`src/rtl/up_counter_mod_if.sv`:
```
// Control/status bundle for the modulo up-counter.
// Signal protocol: there is no valid/ready handshake on this bus. Every
// control input (en, clr, load, din, sat, ack) is a level sampled on each
// rising clk edge, and every status output (q, tc, wrapped) is a registered
// level that is stable for the whole cycle that follows that edge.
interface up_counter_if #(
  parameter int WIDTH = 4
);
  logic             en;
  logic             clr;
  logic             load;
  logic [WIDTH-1:0] din;
  logic             sat;
  logic             ack;
  logic [WIDTH-1:0] q;
  logic             tc;
  logic             wrapped;

  // Controller side: drives the controls, observes the count.
  modport master (
    output en, clr, load, din, sat, ack,
    input  q, tc, wrapped
  );

  // Counter side: consumes the controls, drives the count.
  modport slave (
    input  en, clr, load, din, sat, ack,
    output q, tc, wrapped
  );
endinterface

```
`src/rtl/up_counter_mod.sv`:
```
// Parameterized modulo up-counter: counts 0..MAX_VAL, then wraps to 0 or
// holds at MAX_VAL in saturate mode. Supports synchronous clear and a
// clamped parallel load, and reports a registered one-cycle terminal-count
// pulse plus a sticky wrap flag that is cleared by ack.
// Legal parameters: 2 <= WIDTH <= 16, 1 <= MAX_VAL <= 2**WIDTH-1.
module up_counter_mod #(
  parameter int WIDTH   = 4,
  parameter int MAX_VAL = 15
) (
  input  logic         clk,
  input  logic         rst,   // asynchronous, active low
  up_counter_if.slave  bus
);

  // Terminal count in the counter width and in the one-bit-wider form used
  // for compares against the incremented value and the load value.
  localparam logic [WIDTH-1:0] MAX_Q   = WIDTH'(MAX_VAL);
  localparam logic [WIDTH:0]   MAX_EXT = (WIDTH+1)'(MAX_VAL);

  logic [WIDTH-1:0] q_q, q_d;
  logic             tc_q, tc_d;
  logic             wrapped_q, wrapped_d;
  logic [WIDTH:0]   q_inc;
  logic [WIDTH:0]   din_ext;
  logic             wrap_evt;

  // q+1 carries into an extra bit so MAX_VAL == 2**WIDTH-1 is compared
  // exactly instead of silently overflowing back to zero.
  assign q_inc   = {1'b0, q_q} + (WIDTH+1)'(1);
  assign din_ext = {1'b0, bus.din};

  // Next-state: clr beats load beats en; tc only marks entry into MAX_VAL
  // in sat mode or a wrap in wrap mode, so a held saturation gives tc=0.
  always_comb begin
    q_d      = q_q;
    tc_d     = 1'b0;
    wrap_evt = 1'b0;
    if (bus.clr) begin
      q_d = '0;
    end else if (bus.load) begin
      q_d = (din_ext > MAX_EXT) ? MAX_Q : bus.din;
    end else if (bus.en) begin
      if (q_inc <= MAX_EXT) begin
        q_d  = q_inc[WIDTH-1:0];
        tc_d = bus.sat && (q_inc == MAX_EXT);
      end else if (!bus.sat) begin
        q_d      = '0;
        tc_d     = 1'b1;
        wrap_evt = 1'b1;
      end
    end
    // A wrap on the same edge as ack wins, keeping the flag set.
    wrapped_d = wrap_evt | (wrapped_q & ~bus.ack);
  end

  // State register with asynchronous active-low reset.
  always_ff @(posedge clk or negedge rst) begin
    if (!rst) begin
      q_q       <= '0;
      tc_q      <= 1'b0;
      wrapped_q <= 1'b0;
    end else begin
      q_q       <= q_d;
      tc_q      <= tc_d;
      wrapped_q <= wrapped_d;
    end
  end

  assign bus.q       = q_q;
  assign bus.tc      = tc_q;
  assign bus.wrapped = wrapped_q;

endmodule

```
`src/flat_wrapper.sv`:
```
// flat-port wrapper written by rule: the top's interface ports become plain ports
module up_counter_mod_flat 
#(
  parameter int WIDTH   = 4,
  parameter int MAX_VAL = 15
)
  (clk, rst, bus_en, bus_clr, bus_load, bus_din, bus_sat, bus_ack, bus_q, bus_tc, bus_wrapped);
  up_counter_if #(.WIDTH(WIDTH)) bus_i ();
  input  logic clk;
  input  logic rst;
  input wire logic [$bits(bus_i.en)-1:0] bus_en;
  input wire logic [$bits(bus_i.clr)-1:0] bus_clr;
  input wire logic [$bits(bus_i.load)-1:0] bus_load;
  input wire logic [$bits(bus_i.din)-1:0] bus_din;
  input wire logic [$bits(bus_i.sat)-1:0] bus_sat;
  input wire logic [$bits(bus_i.ack)-1:0] bus_ack;
  output wire logic [$bits(bus_i.q)-1:0] bus_q;
  output wire logic [$bits(bus_i.tc)-1:0] bus_tc;
  output wire logic [$bits(bus_i.wrapped)-1:0] bus_wrapped;
  assign bus_i.en = bus_en;
  assign bus_i.clr = bus_clr;
  assign bus_i.load = bus_load;
  assign bus_i.din = bus_din;
  assign bus_i.sat = bus_sat;
  assign bus_i.ack = bus_ack;
  assign bus_q = bus_i.q;
  assign bus_tc = bus_i.tc;
  assign bus_wrapped = bus_i.wrapped;
  up_counter_mod #(.WIDTH(WIDTH), .MAX_VAL(MAX_VAL)) u_core (.clk(clk), .rst(rst), .bus(bus_i));
endmodule
```
`config.mk`:
```
export PLATFORM = sky130hd
export DESIGN_NAME = up_counter_mod_flat
export DESIGN_NICKNAME = d
export VERILOG_FILES = /design/src/rtl/up_counter_mod_if.sv /design/src/rtl/up_counter_mod.sv /design/src/flat_wrapper.sv
export SDC_FILE = /design/constraint.sdc
export NUM_CORES = 1
export LEC_CHECK = 0
export ABC_AREA = 1
export BUFFER_PORTS_ARGS = -buffer_cell sky130_fd_sc_hd__buf_2
export CAP_MARGIN = 20
export CORE_AREA = 2 2 39 41
export DETAILED_ROUTE_END_ITERATION = 8
export DIE_AREA = 0 0 41 43
export MAX_ROUTING_LAYER = met4
export PLACE_DENSITY = 0.67
export SLEW_MARGIN = 20
export SYNTH_ARGS = -nofsm -noshare
export SYNTH_HDL_FRONTEND = slang
export SYNTH_SLANG_ARGS = --single-unit
```
`constraint.sdc`:
```
create_clock -name clk -period 4 [get_ports clk]
set_input_delay 1.2 -clock clk [delete_from_list [all_inputs] [get_ports clk]]
set_output_delay 1.2 -clock clk [all_outputs]
set_load 0.01 [all_outputs]
```
==> results.toml, run 1 <==
[run_status]
outcome = "finished clean"

[route]
wl_per_cell_um = 9.457
viasPerCell = 4.438
via_count = 466
drt_iter0_markers = 2
drt_pass1_iterations = 2
drc_errors = 0
ant_nets = 0
routed_wl_um = 993

[cts]
clockRootBuffer = "clkbuf_4"
cts_tree = "built"
cts_max_level = 1
cts_buffers = 3
clkTransAtPathRegs_ns = 0.04
clk_path_buf_depth = 2
post_cts_resized = 0
cts_hold_buf = 0
post-cts-setup-buffers = 0
clock_latency_ns = 0.23
cts_sinks = 6

[synth]
synthTopCellsByCount = "17 x nand2_1, 12 x nor2_1, 9 x inv_1, 7 x nand3_1, 6 x dfrtp_1"
synth_cells = 70
synth.avg_cell_area_um2 = 7.150
synth_area_um2 = 500.5
ys_seq_elements = 6
synth_area_leaders = "dfrtp_1 30%, nand2_1 13%, nor2_1 9.0%, nand3_2 8.0%, nand3_1 7.0%"
ys_async_sr_fraction_pct = 100.0
yosysWarnings = 0
ys_seq_area_share_pct = 30.00
synth.most_common_cell = "nand2_1"
synth_cell_type_count = 15
ys.flop_type = "dfrtp_1"
syn_nets = 83
synth_edf_count = 0
yosysTopAreaCell = "dfrtp_1"
synth_top_area_share_pct = 30.00

[finish]
ff_latch_area_um2 = 150.1
antennaDiodeCount = 0
fin_area_um2 = 623.1
multi_input_comb_area_um2 = 311.5
syn_to_final_growth_pct = 24.50
nets = 104
drive_above_1_share_pct = 35.96
fillCellCount = 148

[timing]
worstMarginPinSlew_ns = 0.4702
period_needed_ns = 2.077
fmax_mhz = 481.4
slew_violations = 0
rsz0062_at_grt = "false"
finClkSkew_ns = 0.001323
hold_violations = 0
fin_crit_sh_pct = 51.93
fin_setup_tns_ns = 0
relSlewSlack_pct = 68.54
finalWorstSetupSlack_ns = 1.923
setup_viol = 0

[die]
die_h_um = 43
dieArea_um2 = 1763
core-area_um2 = 1384
fp-row-count = 14
die_w_um = 41
initial_utilization_pct = 36.17
ios = 17

[critical_path]
rr_worst_depth = 10
criticalPathCategory = "reg2out"
worstPathCellList = "buf_2"
cp-start-kind = "register"
cpPeakStageDelay_ns = 0.46
critPathBufInv = 1
cp_num_cells = 1
critPathCaptureType = "output port"
path_max_fanout = 7
cp.arrival_ns = 0.88
rrSetupSlack_ns = 2.37
path_delay_family = "flip-flops"
critPathRequiredTime_ns = 2.80
crit_end = "bus_q[0]"
rr_endpoint = "u_core.bus.q[2]$_DFFE_PN0P_"
slowest_stage = "dfrtp_1"
crit_start = "u_core.bus.q[0]$_DFFE_PN0P_"
rr_startpoint = "u_core.bus.q[0]$_DFFE_PN0P_"

[power_and_ir_drop]
ir_drop_v = 0.0001388
powerDensity_nw_per_um2 = 277.0
p_leak_nw = 0.3553

[grt]
grt_max_degree = 9
grt_pass1_vias = 416
antenna_found_initial = 0
grt_overflow_total = 0
track_usage_pct = 14.21
grt_pass1_wl_um = 1621

[place]
dpl_cell_area_um2 = 600.6
port_buffers = 16
pre_cts_slack_ns = 1.770
place.gp.congestion = 0.7544
hpwl_um = 859.9

[min_path]
holdCritPathClass = "reg2reg"

[job]
max_cap_violations = 0
==> report_power, final <==
part	internal (W)	switching (W)	leakage, nW	total, W
Clock	0.0000337	0.0000179	0.0138	0.0000516
Sequential	0.0000650	0.00000682	0.0794	0.0000718
Combinational	0.0000197	0.0000294	0.262	0.0000491
==> layout make-up <==
class | count | share of cell area (%)
Inverter | 10 | 6.225
Tap cell | 16 | 3.213
Clock buffer | 3 | 3.614
Multi-Input combinational cell | 54 | 50.00
Timing Repair Buffer | 16 | 12.85
Sequential cell | 6 | 24.10
==> cell usage in the layout (no fill, tap or decap) <==
| master | instances |
|---|---|
| nand2_1 | 17 |
| buf_2 | 16 |
| nor2_1 | 12 |
| inv_1 | 9 |
| nand3_1 | 7 |
| dfrtp_1 | 6 |
| nand3_2 | 4 |
| nand2_2 | 3 |
| nand2_4 | 3 |
| clkbuf_4 | 3 |
| o21ai_0 | 2 |
| ha_1 | 2 |
| nand4_1 | 1 |
| nor2_4 | 1 |
| o21ai_1 | 1 |
| clkinv_2 | 1 |
| nand3_4 | 1 |
==> layer usage <==
layer,vias to the layer above,share of wire (%),track usage (%)
met4,0,1.2,12.00
li1,260,-,-
met5,-,0,-
met3,2,2.2,1.571
met2,5,54,22.19
met1,199,42,14.85
==> per-stage QoR <==
stage	util, %	total power (W)	hold slack (ns)	instances
detailed placement	43.40	0.0001223	0.5723	102
floorplan	-	0.0001048	0.5596	70
global route	45.03	0.0001867	0.6304	105
CTS	45.03	0.0001767	0.5818	105
finish	45.03	0.0001726	0.5806	105
global placement	43.40	0.0001214	0.5244	102
==> flip-flops by register name, summed over array words and instances (netlist names) <==
| signal | cells |
|---|---|
| u_core.bus.q | 4 |
| u_core.bus.tc | 1 |
| u_core.bus.wrapped | 1 |
==> cells by family (layout without fill, tap and decap cells) <==
logic type                 after synthesis  in the layout  share of synthesized area [%]
buffers and inverters                   10             29                          7.749
AOI/OAI and AO/OA                        3              3                          2.999
adders and majority gates                2              2                          4.999
and+or+nand+nor                         49             49                          54.25
DFF                                      6              6                          30.00
==> worst min-delay path by stage <==
stage / slack (ns) / start / endpoint / cells after the start
final: 0.58 / u_core.bus.q[3]$_DFFE_PN0P_ / u_core.bus.q[3]$_DFFE_PN0P_ / 2
after global routing: 0.63 / u_core.bus.q[3]$_DFFE_PN0P_ / u_core.bus.q[3]$_DFFE_PN0P_ / 2
after CTS: 0.58 / u_core.bus.q[3]$_DFFE_PN0P_ / u_core.bus.q[3]$_DFFE_PN0P_ / 2
after detailed placement: 0.57 / u_core.bus.q[3]$_DFFE_PN0P_ / u_core.bus.q[3]$_DFFE_PN0P_ / 2
after global placement: 0.52 / u_core.bus.wrapped$_DFF_PN0_ / u_core.bus.wrapped$_DFF_PN0_ / 2
after floorplan: 0.56 / u_core.bus.wrapped$_DFF_PN0_ / u_core.bus.wrapped$_DFF_PN0_ / 2
Power figures use the tool's default switching activity.
==> inputs of run 2 (changes only) <==
PLACE_DENSITY = 0.69   (was 0.67)
clock period = 1.9 ns   (was 4 ns; I/O delays follow)
==> run 2 against run 1 <==
  * Core utilization up 0.54 points
  * Worst hold slack worse by 0.43 ns
  * Count of clock-buffer cells in the layout unchanged
  * Combinational power increased by 120%
  * Worst setup slack worse by 1.6 ns
  * Critical path depth rose by 9
  * Register-to-register slack got worse by 2.1 ns
  * Sequential cell count did not move
  * Wire length fell by 1.7%
  * Total power up 110%
  * Critical path type is now reg2reg
  * Highest routed layer is now met3
==> results.toml, run 2 (same netlist as run 1, synthesis figures left out) <==
[timing]
hold_violations = 0
slew_violations = 0
period_needed_ns = 1.589
relSlewSlack_pct = 86.04
rsz0062_at_grt = "false"
fmax_mhz = 629.5
finClkSkew_ns = 0.0004034
setup_viol = 0
worstMarginPinSlew_ns = 0.2094
fin_setup_tns_ns = 0
fin_crit_sh_pct = 83.61

[place]
hpwl_um = 869.1
place.gp.congestion = 0.7948
port_buffers = 16

[cts]
post-cts-setup-buffers = 0
cts_buffers = 3
cts_hold_buf = 0
clkTransAtPathRegs_ns = 0.04
clock_latency_ns = 0.23
clk_path_buf_depth = 2
post_cts_resized = 0
cts_sinks = 6
clockRootBuffer = "clkbuf_4"
cts_tree = "built"
cts_max_level = 1

[grt]
grt_max_degree = 9
track_usage_pct = 14.05
antenna_found_initial = 0
grt_pass1_wl_um = 1628
grt_overflow_total = 0
grt_pass1_vias = 447

[min_path]
holdCritPathClass = "in2async"

[route]
wl_per_cell_um = 9.208
drc_errors = 0
ant_nets = 0
viasPerCell = 4.642
drt_pass1_iterations = 3
routed_wl_um = 976
drt_iter0_markers = 6
via_count = 492

[critical_path]
critPathBufInv = 2
slowest_stage = "dfrtp_1"
cp.arrival_ns = 1.71
critPathRequiredTime_ns = 2.02
criticalPathCategory = "reg2reg"
path_delay_family = "flip-flops"
critPathCaptureType = "register"
worstPathCellList = "inv_1 -> ha_1 -> o21ai_1 -> nand2_1 -> clkinv_2 -> nand3_4 -> nand2_4 -> nand2_4 -> nand3_2 -> nand2_1"
path_max_fanout = 7
rrSetupSlack_ns = 0.31
cp-start-kind = "register"
cpPeakStageDelay_ns = 0.44

[power_and_ir_drop]
ir_drop_v = 0.0002871
finalPower_w = 0.0003641
p_leak_nw = 0.3604
powerDensity_nw_per_um2 = 577.4

[finish]
syn_to_final_growth_pct = 26.00
drive_above_1_share_pct = 36.67
antennaDiodeCount = 0
fillCellCount = 142
final_common_cell = "nand2_1"
largest_reg_flops = 4
fin_util_pct = 45.57
most-common-layout-cells = "17 x nand2_1, 16 x buf_2, 12 x nor2_1"
nets = 105

[die]
core-area_um2 = 1384
die_w_um = 41
die_h_um = 43
ios = 17
dieArea_um2 = 1763
fp-row-count = 14
initial_utilization_pct = 36.17

[run_status]
outcome = "finished clean"

[job]
max_cap_violations = 0
run 2: worst reg2reg max path, stage by stage, from the launching register on:
cell and delay [ns]:
dfrtp_1 0.44, inv_1 0.09, ha_1 0.31, o21ai_1 0.12, nand2_1 0.08, clkinv_2 0.08
nand3_4 0.08, nand2_4 0.09, nand2_4 0.07, nand3_2 0.07, nand2_1 0.05
run 2: path summary, 6_finish.rpt:
path	depth (start not counted)	startpoint	end
max reg2reg	10	u_core.bus.q[0]$_DFFE_PN0P_	u_core.bus.q[3]$_DFFE_PN0P_
max in group asynchronous	1	rst	u_core.bus.q[0]$_DFFE_PN0P_
min reg2reg	2	u_core.bus.wrapped$_DFF_PN0_	u_core.bus.wrapped$_DFF_PN0_
min in group clk	2	bus_ack	u_core.bus.wrapped$_DFF_PN0_
max	10	u_core.bus.q[0]$_DFFE_PN0P_	u_core.bus.q[3]$_DFFE_PN0P_
min	1	rst	u_core.bus.tc$_DFF_PN0_
run 2: cell type report:
| class | instances | area (µm²) | share of cell area [%] |
|---|---|---|---|
| Sequential cell | 6 | 150.1 | 23.81 |
| Tap cell | 16 | 20.02 | 3.175 |
| Inverter | 10 | 38.79 | 6.151 |
| Multi-Input combinational cell | 54 | 311.5 | 49.40 |
| Timing Repair Buffer | 17 | 87.58 | 13.89 |
| Clock buffer | 3 | 22.52 | 3.571 |
run 2: stage by stage:
step	hold WS, ns	std cells	area (µm²)	worst slack [ns]
after floorplan	0.2744	70	500.5	0.3724
after global placement	0.3945	103	608.1	0.3598
after detailed placement	0.3957	103	608.1	0.3193
after CTS	0.1378	106	630.6	0.3100
after global routing	0.1394	106	630.6	0.1731
final	0.1460	106	630.6	0.3114
run 2: power by group:
part,switching (W),internal (W),total (W)
Clock,0.0000371,0.0000708,0.000108
Combinational,0.0000629,0.0000430,0.000106
Sequential,0.0000133,0.000137,0.000150
run 2: metal layers:
| metal | global-route usage (%) | up-vias | wire length [µm] |
|---|---|---|---|
| met3 | 3.141 | 0 | 16 |
| met5 | - | - | 0 |
| li1 | - | 260 | - |
| met2 | 22.50 | 6 | 529 |
| met1 | 16.00 | 226 | 431 |
| met4 | 6.000 | 0 | 0 |
